<file path="src/rtl/param_return_stack.sv">
// LIFO return/parameter stack: circular buffer with top pointer and count,
// with the top two entries mirrored in registers so a and b are pure flops.
module param_return_stack #(
    parameter int WIDTH    = 16,
    parameter int DEPTH    = 64,
    parameter int OVF_MODE = 0
) (
    input  logic                       CLK,
    input  logic                       reset,
    input  logic [1:0]                 stackOP,
    input  logic [WIDTH-1:0]           w,
    input  logic                       clr_err,
    output logic [WIDTH-1:0]           a,
    output logic [WIDTH-1:0]           b,
    output logic [$clog2(DEPTH+1)-1:0] count,
    output logic                       empty,
    output logic                       full,
    output logic                       overflow,
    output logic                       underflow
);

    localparam int CW = $clog2(DEPTH + 1);
    localparam int PW = $clog2(DEPTH);

    typedef enum logic [1:0] {
        OP_NOP  = 2'd0,
        OP_PUSH = 2'd1,
        OP_REPL = 2'd2,
        OP_POP  = 2'd3
    } op_t;

    logic [WIDTH-1:0] mem [DEPTH];

    logic [PW-1:0]    top_reg, top_next;
    logic [CW-1:0]    count_reg, count_next;
    logic [WIDTH-1:0] a_reg, a_next;
    logic [WIDTH-1:0] b_reg, b_next;
    logic             ovf_reg, ovf_next;
    logic             unf_reg, unf_next;

    logic             wr_en;
    logic [PW-1:0]    wr_addr;
    logic             ovf_evt, unf_evt;
    logic             is_empty, is_full;
    logic [WIDTH-1:0] third_entry;
    op_t              op;

    assign op          = op_t'(stackOP);
    assign is_empty    = (count_reg == '0);
    assign is_full     = (count_reg == CW'(DEPTH));
    // Entry below b; only consumed on a pop, addressed from registered state.
    assign third_entry = mem[top_reg - PW'(2)];

    always_comb begin
        top_next   = top_reg;
        count_next = count_reg;
        a_next     = a_reg;
        b_next     = b_reg;
        wr_en      = 1'b0;
        wr_addr    = top_reg;
        ovf_evt    = 1'b0;
        unf_evt    = 1'b0;
        case (op)
            OP_PUSH: begin
                ovf_evt = is_full;
                if (!(is_full && OVF_MODE != 0)) begin
                    // When full, top+1 aliases the bottom slot, so the write drops it.
                    wr_en    = 1'b1;
                    wr_addr  = top_reg + PW'(1);
                    top_next = top_reg + PW'(1);
                    a_next   = w;
                    b_next   = a_reg;
                    if (!is_full)
                        count_next = count_reg + CW'(1);
                end
            end
            OP_REPL: begin
                wr_en  = 1'b1;
                a_next = w;
                if (is_empty)
                    count_next = CW'(1);
            end
            OP_POP: begin
                if (is_empty) begin
                    unf_evt = 1'b1;
                end else begin
                    top_next   = top_reg - PW'(1);
                    count_next = count_reg - CW'(1);
                    a_next     = b_reg;
                    b_next     = (count_reg >= CW'(3)) ? third_entry : '0;
                end
            end
            default: ;
        endcase
        // A new error event wins over a simultaneous clear.
        ovf_next = (ovf_reg & ~clr_err) | ovf_evt;
        unf_next = (unf_reg & ~clr_err) | unf_evt;
    end

    always_ff @(posedge CLK or negedge reset) begin
        if (!reset) begin
            top_reg   <= '0;
            count_reg <= '0;
            a_reg     <= '0;
            b_reg     <= '0;
            ovf_reg   <= 1'b0;
            unf_reg   <= 1'b0;
        end else begin
            top_reg   <= top_next;
            count_reg <= count_next;
            a_reg     <= a_next;
            b_reg     <= b_next;
            ovf_reg   <= ovf_next;
            unf_reg   <= unf_next;
        end
    end

    always_ff @(posedge CLK) begin
        if (wr_en && reset)
            mem[wr_addr] <= w;
    end

    assign a         = a_reg;
    assign b         = b_reg;
    assign count     = count_reg;
    assign empty     = is_empty;
    assign full      = is_full;
    assign overflow  = ovf_reg;
    assign underflow = unf_reg;

endmodule
</file>
<file path="config.mk">
export PLATFORM = sky130hd
export DESIGN_NAME = param_return_stack
export DESIGN_NICKNAME = d
export VERILOG_FILES = /design/src/rtl/param_return_stack.sv
export SDC_FILE = /design/constraint.sdc
export NUM_CORES = 1
export LEC_CHECK = 0
export CAP_MARGIN = 20
export CORE_MARGIN = 10
export CORE_UTILIZATION = 31
export CTS_BUF_LIST = sky130_fd_sc_hd__clkbuf_16
export DETAILED_ROUTE_END_ITERATION = 8
export GPL_ROUTABILITY_DRIVEN = 0
export HOLD_SLACK_MARGIN = 0.05
export SLEW_MARGIN = 20
export SYNTH_ARGS = -nofsm -noshare
export SYNTH_HDL_FRONTEND = slang
export SYNTH_SLANG_ARGS = --single-unit
</file>
<file path="constraint.sdc">
create_clock -name CLK -period 4 [get_ports CLK]
set_clock_uncertainty 0.15 [all_clocks]
set_input_delay 0.8 -clock CLK [delete_from_list [all_inputs] [get_ports CLK]]
set_output_delay 0.8 -clock CLK [all_outputs]
set_load 0.005 [all_outputs]
</file>
==> reports/results.ini <==
[critical_path]
crit_required_ns = 3.05
end_kind = primary output
cp-startpoint = count[4]
startpoint_type = flop
worstPathMaxFanout = 10
r2r_start = top_reg[1]
arrival_ns = 2.59
crit_type = flop to primary output

[routing]
post_drt_wl_per_cell_microns = 26.6
ant_nets = 0
remaining_drc_errors = 0
firstDrtPassIters = 6
viasPerCell = 5.24
drt_wl_total_microns = 114000
num_vias = 22400
drt_iter0_markers = 2703

[floorplan]
start_util_pct = 31.3
coreArea_sq_um = 136000
die_h_microns = 391
die_x_microns = 391
rows = 135
ios = 64
dieArea_sq_um = 153000

[global_routing]
grtUsageMet1_pct = 19.7
first_global_vias = 22600
gr-usage-met2_pct = 23.4
grt_usage_pct = 14.5
top_usage_layer = met2
grt_pass1_wl_microns = 163000
gr-usage-met3_pct = 2.80
grt_max_degree = 119
gr-total-overflow = 0
antenna_found_initial = 3

[timing]
rsz0062_at_grt = no
fmax_mhz = 282
fin_setup_tns_ns = 0
final.period_utilization_pct = 88.5
hold_slack_ns = 0.253
tightest_slew_ns = 1.10
drv_slew = 0
finalSetupViolCount = 0
slew_headroom_pct = 26.5
timing.final.crit_period_ns = 3.54
hold_viol_final = 0

[clock_network]
post-cts-setup-buffers = 0
post_cts_resized = 0
path_clk_slew_ns = 0.06
numClockSinks = 1071
holdBufCountCts = 0
cts_tree = done
cts_buffers = 106
cts_buffer_depth = 3
cts-root-buf = clkbuf_16
insertion_delay_ns = 0.68
cts_max_level = 3

[cells_and_area]
final_core_util_pct = 36.6
largest_reg_flops = 1024
drive_above_1_share_pct = 24.0
final_net_count = 2432
area_growth_pct = 16.7
fill_cells = 12200

[place]
post-dp-hpwl_microns = 74200
numPortBuffers = 63

[logic_synthesis]
synth_seq_cells = 1071
synth_warnings = 0
synthArstFlopShare_pct = 4.39
syn_avg_cell_area_sq_um = 19.7
ys.flop_type = edfxtp_1
ys_types = 73
yosysSeqAreaShare_pct = 74.9
synth_fp_nets = 2195
synthCells = 2163
synthesis.area_sq_um = 42600
synth_edf_count = 1024

[job]
cap_violations = 0

[power_and_ir_drop]
total_power_mw = 34.4
ir_worst_vdd_mv = 0.553
power_density_nw_per_um2 = 691
static-leakage-power_nw = 16.1

[status]
status = finished, final reports clean

[hold_path]
hp-class = input port to asynchronous set/reset pin

cells by family after synthesis:
family	after synthesis	synth area share (%)
adders and majority gates	11	0.323
DFF	1071	74.9
xor gates and xnor gates	24	0.555
and+or+nand+nor	388	3.99
muxes	334	14.8
buffers and inverters	128	1.93
AOI/OAI and AO/OA	207	3.44
synth_stat cells (22+ instances only):
cell type | count | area (sq um)
o21ai_0 | 22 | 110
nand2_1 | 137 | 514
buf_2 | 45 | 225
a22oi_1 | 23 | 173
nand3_1 | 42 | 210
nor2_1 | 143 | 537
edfxtp_1 | 1024 | 30700
mux2i_1 | 94 | 941
a21oi_1 | 30 | 150
mux4_2 | 212 | 4770
clkbuf_1 | 25 | 93.8
dfrtp_1 | 47 | 1180
worst max-delay path: stages (launching register included):
cell and delay, ns:
dfrtp_1 0.50, nor3_1 0.49, nand2_1 0.26, inv_1 0.14, clkdlybuf4s50_1 0.52
power by group:
part | internal, mW | switching, mW
sequential | 12.7 | 0.461
clock | 5.95 | 4.10
combinational | 4.29 | 6.90
total | 22.9 | 11.5
stage by stage:
stage               std cells  cell area, sq um  setup WS, ns
CTS                      4268             49700         0.434
floorplan                2163             42600         0.668
finish                   4273             49700         0.460
global placement         4073             46200         0.255
detailed placement       4073             46200         0.194
global route             4268             49700         0.251
final timing paths:
| kind | endpoint | slack [ns] | cells past startpoint |
|---|---|---|---|
| max reg2reg | b[14] | 0.54 | 9 |
| max | empty | 0.46 | 4 |
| min | a[13] | 0.25 | 2 |
| max in group asynchronous | top_reg[0] | 2.96 | 2 |
| min in group CLK | underflow | 0.39 | 1 |
| min reg2reg | underflow | 0.39 | 1 |
cell usage in the layout, fill, tap and decap left out, types with 6 or more instances in the layout:
| cell type | count |
|---|---|
| edfxtp_1 | 1024 |
| mux4_2 | 212 |
| buf_4 | 171 |
| nor2_1 | 143 |
| nand2_1 | 137 |
| clkbuf_16 | 109 |
| mux2i_1 | 94 |
| clkdlybuf4s50_1 | 46 |
| dfrtp_1 | 45 |
| nand3_1 | 42 |
| inv_1 | 31 |
| a21oi_1 | 30 |
| a22oi_1 | 23 |
| o21ai_0 | 22 |
| o22ai_1 | 21 |
| clkinv_1 | 19 |
| a32oi_1 | 19 |
| mux4_1 | 19 |
| clkinv_2 | 19 |
| a31oi_1 | 17 |
| bufinv_16 | 16 |
| buf_2 | 15 |
| nand4_1 | 13 |
| nor3_1 | 13 |
| buf_12 | 12 |
| xnor2_1 | 11 |
| a211oi_1 | 11 |
| xor2_1 | 9 |
| mux2_2 | 9 |
| ha_1 | 9 |
| a22o_1 | 7 |
| a41oi_1 | 7 |
| o21ai_1 | 6 |
| a221oi_1 | 6 |
area by class of cell:
class	instances	area (sq um)	share of cell area, %
Sequential cell	1071	31900	64.2
Multi-Input combinational cell	964	9890	19.9
Clock buffer	109	2730	5.49
Tap cell	1781	2230	4.48
Timing Repair Buffer	244	2060	4.14
Clock inverter	86	816	1.64
Inverter	13	48.8	0.0981
Antenna cell	5	12.5	0.0252
routing by layer:
metal,share of wire (%),vias to the layer above
met3,8.2,208
met5,0.018,-
met2,47,1060
met4,3.2,4
li1,-,9367
met1,42,11800
No activity file was read; power rests on OpenSTA's default activity.
